`src/rtl/cache_pkg.sv`:
```
// Shared types and address-split helpers for the direct-mapped word cache.
package cache_pkg;

    typedef enum logic [1:0] {
        IDLE      = 2'd0,
        MEM_READ  = 2'd1,
        MEM_WRITE = 2'd2
    } cache_state_t;

    // Helpers work on a 64-bit view so any address width up to 64 can use them.
    function automatic logic [63:0] line_index(input logic [63:0] addr, input int index_bits);
        return addr & ~({64{1'b1}} << index_bits);
    endfunction

    function automatic logic [63:0] line_tag(input logic [63:0] addr, input int index_bits);
        return addr >> index_bits;
    endfunction

endpackage

```
`src/rtl/cache_line_store.sv`:
```
// Per-line valid/tag/data storage: one write port, one combinational read port.
module cache_line_store #(
    parameter int LINES      = 16,
    parameter int INDEX_BITS = 4,
    parameter int TAG_WIDTH  = 28,
    parameter int DATA_WIDTH = 32
) (
    input  logic                  clock,
    input  logic                  reset_n,
    input  logic                  flush,
    input  logic                  write_en,
    input  logic [INDEX_BITS-1:0] write_index,
    input  logic [TAG_WIDTH-1:0]  write_tag,
    input  logic [DATA_WIDTH-1:0] write_data,
    input  logic [INDEX_BITS-1:0] read_index,
    output logic                  read_valid,
    output logic [TAG_WIDTH-1:0]  read_tag,
    output logic [DATA_WIDTH-1:0] read_data
);

    logic [LINES-1:0]      valid_q;
    logic [TAG_WIDTH-1:0]  tag_q  [LINES];
    logic [DATA_WIDTH-1:0] data_q [LINES];

    // A write in the same cycle as a flush leaves that one line valid.
    always_ff @(posedge clock or negedge reset_n) begin
        if (!reset_n) begin
            valid_q <= '0;
        end else begin
            if (flush)
                valid_q <= '0;
            if (write_en)
                valid_q[write_index] <= 1'b1;
        end
    end

    always_ff @(posedge clock) begin
        if (write_en) begin
            tag_q[write_index]  <= write_tag;
            data_q[write_index] <= write_data;
        end
    end

    assign read_valid = valid_q[read_index];
    assign read_tag   = tag_q[read_index];
    assign read_data  = data_q[read_index];

endmodule

```
`src/rtl/direct_mapped_cache.sv`:
```
// Direct-mapped, write-through, no-write-allocate word cache in front of a req/ack RAM.
// state     | meaning
// IDLE      | accepting requests; read hits answered next cycle
// MEM_READ  | miss fill in flight, waiting for mem_ack
// MEM_WRITE | write-through in flight, waiting for mem_ack
module direct_mapped_cache
    import cache_pkg::*;
#(
    parameter int ADDR_WIDTH  = 32,
    parameter int DATA_WIDTH  = 32,
    parameter int LINES       = 16,
    parameter int COUNT_WIDTH = 16
) (
    input  logic                   clock,
    input  logic                   reset_n,
    input  logic                   req_valid,
    input  logic                   is_write,
    input  logic [ADDR_WIDTH-1:0]  address,
    input  logic [DATA_WIDTH-1:0]  data,
    output logic                   ready,
    output logic                   resp_valid,
    output logic [DATA_WIDTH-1:0]  output_data,
    input  logic                   flush,
    output logic                   mem_req,
    output logic                   mem_is_write,
    output logic [ADDR_WIDTH-1:0]  mem_address,
    output logic [DATA_WIDTH-1:0]  mem_data,
    input  logic                   mem_ack,
    input  logic [DATA_WIDTH-1:0]  mem_read_data,
    output logic [COUNT_WIDTH-1:0] hit_count,
    output logic [COUNT_WIDTH-1:0] miss_count
);

    localparam int INDEX_BITS = $clog2(LINES);
    localparam int TAG_WIDTH  = ADDR_WIDTH - INDEX_BITS;

    // Assertion is immediate; release is delayed two edges so all flops leave reset together.
    logic [1:0] rst_sync_q;
    logic       rst_int_n;

    always_ff @(posedge clock or negedge reset_n) begin
        if (!reset_n) rst_sync_q <= 2'b00;
        else          rst_sync_q <= {rst_sync_q[0], 1'b1};
    end
    assign rst_int_n = rst_sync_q[1];

    cache_state_t state_q, state_d;

    logic [INDEX_BITS-1:0] req_index, fill_index, store_windex;
    logic [TAG_WIDTH-1:0]  req_tag, fill_tag, store_wtag, rd_tag;
    logic [DATA_WIDTH-1:0] store_wdata, rd_data;
    logic                  rd_valid, hit, accept;
    logic                  store_we, store_flush;
    logic                  read_hit, read_miss, write_start, mem_done;

    assign req_index  = INDEX_BITS'(line_index(64'(address), INDEX_BITS));
    assign req_tag    = TAG_WIDTH'(line_tag(64'(address), INDEX_BITS));
    assign fill_index = INDEX_BITS'(line_index(64'(mem_address), INDEX_BITS));
    assign fill_tag   = TAG_WIDTH'(line_tag(64'(mem_address), INDEX_BITS));

    assign hit    = rd_valid && (rd_tag == req_tag);
    assign ready  = rst_int_n && (state_q == IDLE) && !flush;
    assign accept = req_valid && ready;

    cache_line_store #(
        .LINES      (LINES),
        .INDEX_BITS (INDEX_BITS),
        .TAG_WIDTH  (TAG_WIDTH),
        .DATA_WIDTH (DATA_WIDTH)
    ) u_store (
        .clock       (clock),
        .reset_n     (rst_int_n),
        .flush       (store_flush),
        .write_en    (store_we),
        .write_index (store_windex),
        .write_tag   (store_wtag),
        .write_data  (store_wdata),
        .read_index  (req_index),
        .read_valid  (rd_valid),
        .read_tag    (rd_tag),
        .read_data   (rd_data)
    );

    always_ff @(posedge clock or negedge rst_int_n) begin
        if (!rst_int_n) state_q <= IDLE;
        else            state_q <= state_d;
    end

    // mem_req is high for the whole of MEM_READ/MEM_WRITE, so acks elsewhere are ignored.
    always_comb begin
        state_d      = state_q;
        store_we     = 1'b0;
        store_flush  = 1'b0;
        store_windex = req_index;
        store_wtag   = req_tag;
        store_wdata  = data;
        read_hit     = 1'b0;
        read_miss    = 1'b0;
        write_start  = 1'b0;
        mem_done     = 1'b0;
        case (state_q)
            IDLE: begin
                if (flush) begin
                    store_flush = 1'b1;
                end else if (accept) begin
                    if (is_write) begin
                        write_start = 1'b1;
                        store_we    = hit;
                        state_d     = MEM_WRITE;
                    end else if (hit) begin
                        read_hit = 1'b1;
                    end else begin
                        read_miss = 1'b1;
                        state_d   = MEM_READ;
                    end
                end
            end
            MEM_READ: begin
                if (mem_ack) begin
                    store_we     = 1'b1;
                    store_windex = fill_index;
                    store_wtag   = fill_tag;
                    store_wdata  = mem_read_data;
                    mem_done     = 1'b1;
                    state_d      = IDLE;
                end
            end
            MEM_WRITE: begin
                if (mem_ack) begin
                    mem_done = 1'b1;
                    state_d  = IDLE;
                end
            end
            default: state_d = IDLE;
        endcase
    end

    always_ff @(posedge clock or negedge rst_int_n) begin
        if (!rst_int_n) begin
            resp_valid   <= 1'b0;
            output_data  <= '0;
            mem_req      <= 1'b0;
            mem_is_write <= 1'b0;
            mem_address  <= '0;
            mem_data     <= '0;
            hit_count    <= '0;
            miss_count   <= '0;
        end else begin
            resp_valid <= 1'b0;
            if (read_hit) begin
                resp_valid  <= 1'b1;
                output_data <= rd_data;
                if (hit_count != '1)
                    hit_count <= hit_count + COUNT_WIDTH'(1);
            end
            if (read_miss) begin
                mem_req      <= 1'b1;
                mem_is_write <= 1'b0;
                mem_address  <= address;
                if (miss_count != '1)
                    miss_count <= miss_count + COUNT_WIDTH'(1);
            end
            if (write_start) begin
                mem_req      <= 1'b1;
                mem_is_write <= 1'b1;
                mem_address  <= address;
                mem_data     <= data;
            end
            if (mem_done) begin
                mem_req    <= 1'b0;
                resp_valid <= 1'b1;
                if (state_q == MEM_READ)
                    output_data <= mem_read_data;
            end
        end
    end

endmodule

```
`config.mk`:
```
export PLATFORM = sky130hd
export DESIGN_NAME = direct_mapped_cache
export DESIGN_NICKNAME = d
export VERILOG_FILES = /design/src/rtl/cache_pkg.sv /design/src/rtl/cache_line_store.sv /design/src/rtl/direct_mapped_cache.sv
export SDC_FILE = /design/constraint.sdc
export NUM_CORES = 1
export LEC_CHECK = 0
export CORE_MARGIN = 3
export CORE_UTILIZATION = 60
export DETAILED_ROUTE_END_ITERATION = 6
export PLACE_DENSITY = 0.8
export SETUP_SLACK_MARGIN = 0.2
export SLEW_MARGIN = 20
export SYNTH_ARGS = -nofsm -noshare
export SYNTH_HDL_FRONTEND = slang
export SYNTH_HIERARCHICAL = 1
export SYNTH_SLANG_ARGS = --single-unit
```
`constraint.sdc`:
```
create_clock -name clock -period 5.9 [get_ports clock]
set_input_delay 0.885 -clock clock [delete_from_list [all_inputs] [get_ports clock]]
set_output_delay 0.885 -clock clock [all_outputs]
set_load 0.03 [all_outputs]
```
==> results <==
-- flip-flops by register name, summed over array words and instances, names as in the netlist --
| signal | count |
|---|---|
| u_store/valid_q | 16 |
| u_store/tag_q | 448 |
| rst_sync_q | 2 |
| hit_count | 16 |
| mem_data | 32 |
| resp_valid | 1 |
| mem_req | 1 |
| mem_address | 32 |
| state_q | 2 |
| u_store/data_q | 512 |
| miss_count | 16 |
| mem_is_write | 1 |
| output_data | 32 |
-- cell usage in the layout (no fill, tap or decap), types with 8 or more instances in the layout --
| master | count |
|---|---|
| nand3_1 | 20 |
| mux2_1 | 10 |
| xor2_1 | 8 |
| dfrtp_1 | 150 |
| clkinv_1 | 19 |
| mux4_2 | 244 |
| edfxtp_1 | 960 |
| buf_12 | 19 |
| nand4_1 | 10 |
| nor2_1 | 40 |
| a21o_1 | 16 |
| clkdlybuf4s50_1 | 231 |
| bufinv_16 | 14 |
| mux2_2 | 126 |
| a21oi_1 | 34 |
| nand2b_1 | 8 |
| mux2i_1 | 32 |
| clkbuf_16 | 110 |
| xnor2_1 | 36 |
| inv_1 | 16 |
| clkbuf_1 | 17 |
| clkinv_2 | 18 |
| buf_4 | 60 |
| nor2_4 | 13 |
| a22oi_1 | 122 |
| nand2_1 | 81 |
-- cells by family after synthesis --
kind of cell               Yosys count  share of synthesized area (%)
buffers and inverters              126                          1.494
AOI/OAI and AO/OA                  185                          3.026
and+or+nand+nor                    224                          2.522
muxes                              412                          16.91
DFF                               1111                          75.04
adders and majority gates            4                         0.1152
other                                1                       0.008630
xor gates and xnor gates            44                         0.8869
-- critical path: stages --
cell and delay [ns]:
clkdlybuf4s50_1 0.66, and2_2 0.64, buf_4 0.41, a22oi_1 0.16, nand2_1 0.11, xnor2_1 0.22, nand4_1 0.18, nor4_2 0.50
nand3_1 0.22, o21ai_4 0.21, or3b_4 0.47, nor3_4 0.23, buf_4 0.55
-- layout make-up --
class	count	area share, %
Tap cell	950	2.327
Multi-Input combinational cell	870	20.39
Clock inverter	67	1.438
Timing Repair Buffer	312	6.212
Inverter	16	0.1176
Clock buffer	133	5.675
Sequential cell	1111	63.84
-- power breakdown --
| part | internal [W] | switching (W) | total [W] | leakage [nW] |
|---|---|---|---|---|
| Sequential | 0.00928 | 0.000309 | 0.00959 | 10.5 |
| Combinational | 0.00128 | 0.00196 | 0.00324 | 5.12 |
| Clock | 0.00411 | 0.00292 | 0.00703 | 1.77 |
-- through the flow --
| step | cell area, um2 | hold WS (ns) | worst slack, ns | cells |
|---|---|---|---|---|
| after floorplan | 43660 | 0.3312 | 0.09746 | 2107 |
| final | 51080 | 0.2223 | 0.7114 | 3459 |
| after detailed placement | 47450 | 0.2492 | 0.2200 | 3259 |
| after global routing | 51080 | 0.2541 | 0.5083 | 3459 |
| after CTS | 51080 | 0.2437 | 0.7925 | 3459 |
| after global placement | 47450 | 0.2378 | 0.3013 | 3259 |
-- metal layers --
| metal | vias to the layer above | global-route usage, % |
|---|---|---|
| met5 | - | 0 |
| met3 | 274 | 5.887 |
| met4 | 0 | 12.31 |
| met1 | 12020 | 37.92 |
| met2 | 1597 | 48.29 |
| li1 | 9278 | - |
-- path summary, 6_finish.rpt --
check	start	depth (start not counted)	slack, ns	to
worst min-delay path	rst_sync_q[1]	0	0.22	mem_address[3]
worst max-delay path	address[2]	13	0.71	u_store/data_q[0][4]
max in group asynchronous	rst_sync_q[1]	1	4.36	output_data[7]
min in group clock	rst_sync_q[0]	0	0.35	rst_sync_q[1]
worst max register to register	u_store/tag_q[10][26]	11	1.50	u_store/data_q[0][4]
worst min register to register	rst_sync_q[1]	0	0.22	mem_address[3]
-- cell usage after synthesis (3+ instances only) --
cell type,number,area share (%)
a21o_1,16,0.28
a21oi_1,34,0.39
a22oi_1,122,2.1
and2_1,3,0.043
and3_1,3,0.043
buf_1,3,0.026
buf_2,33,0.38
buf_4,4,0.069
buf_6,16,0.41
clkbuf_1,54,0.47
dfrtp_1,151,8.7
edfxtp_1,960,66
ha_1,4,0.12
inv_1,16,0.14
mux2_1,10,0.26
mux2_2,126,3.3
mux2i_1,32,0.74
mux4_2,244,13
nand2_1,83,0.72
nand2b_1,8,0.12
nand3_1,21,0.24
nand4_1,10,0.14
nor2_1,53,0.46
nor2b_1,6,0.086
nor3_1,9,0.10
nor4_1,6,0.086
nor4_2,4,0.12
or3_1,3,0.043
xnor2_1,36,0.73
xor2_1,8,0.16
==> results.md <==
- Status: completed
- DR iter-0 viols: 2,696
- GRT Util Overall: 29.03%
- Slew Limit Fails: 0
- WL met3: 10,680 um
- Power Density: 388.7 nW/um2
- Clock Latency Late Sink: 0.67 ns
- Number of global-route vias before repair: 24,670
- Max_cap viols: 0
- Final global-route overflow total: 0
- Post-layout nets: 2,524
- Global-route wire length before repair: 159,900 um
- PortBufs: 233
- Overall power: 0.01986 W
- Initial antenna violation count: 0
- Max Fclk: 192.7 MHz
- Final min period: 5.189 ns
- WL final: 107,300 um
- DRC: 0
- Rows: 98
- Slew HR: 33.67%
- Via count: 23,170
- Clock Sinks: 1,111
- Multi-input gate area: 10,420 um2
- Dpl hpwl: 59,070 um
- Kind of critical path: in -> reg
- Clock transition at path regs: 0.06 ns
- Fill cells: 4,026
- Share of post-route cells with drive strength above 1: 25.99%
- Post_cts resized: 0
- Register area: 32,610 um2
- Synth Warn #: 6
- Cells after synthesis: 2,107
- TritonCTS clock tree: done
- Post-CTS Setup Repair Bufs: 0
- Critical path launch point type: input port
- HP Class: reg -> async
- Worst path arrival time: 5.48 ns
- Final hold vios: 0
- Worst Max-Slew Pin Slew: 0.9949 ns
- Synthesized area: 43,450 um2
- WL per Instance: 31.01 um
- Metal2 WL: 54,850 um
- Post-DRT Antenna Nets: 0
- Post-cts hold buffer count: 0
- Core box area: 71,610 um2
- Worst-case vdd ir drop: 0.3130 mV
- Starting Density: 60.68%
- H-tree levels: 3
- Total CTS buffers: 107
- Avg Vias per Cell: 6.698
- EDFF count, synth: 960
- Final Cycle Share: 87.94%
- Setup TNS: 0 ns
- Yosys reg bits: 1,111
- Netlist cell types: 54
- Post-synth net total: 2,213
- Syn avg cell area: 20.62 um2
- CP Capture Type: flip-flop
- RSZ-0062 raised after global routing: false
- Req. time, crit path: 6.19 ns
- Die area: 75,690 um2
- DR pass1 iterations: 6
- Max clock buf depth: 3
- Die X: 275.1 um
- I/O pins: 234
- Routability cong.: 0.8549
- # setup viols final: 0
- Sequential share of the synthesized area: 75.04%
- Async SR Flop Fraction: 13.59%
- Antenna cells: 0
- Final Util: 71.33%
- CP Max Fanout: 35
- Wl on met1: 37,590 um
- Clk root buf: clkbuf_16
- Final Skew: 0.02702 ns
- Largest net degree at the start of global routing: 69
- Top routing layer in use: met4
- Synthesis-to-layout area growth: 17.55%
- Post-synth top flop: edfxtp_1
- Die H: 275.1 um
- Pleak: 17.42 nW
(Power assumes the default switching activity.)
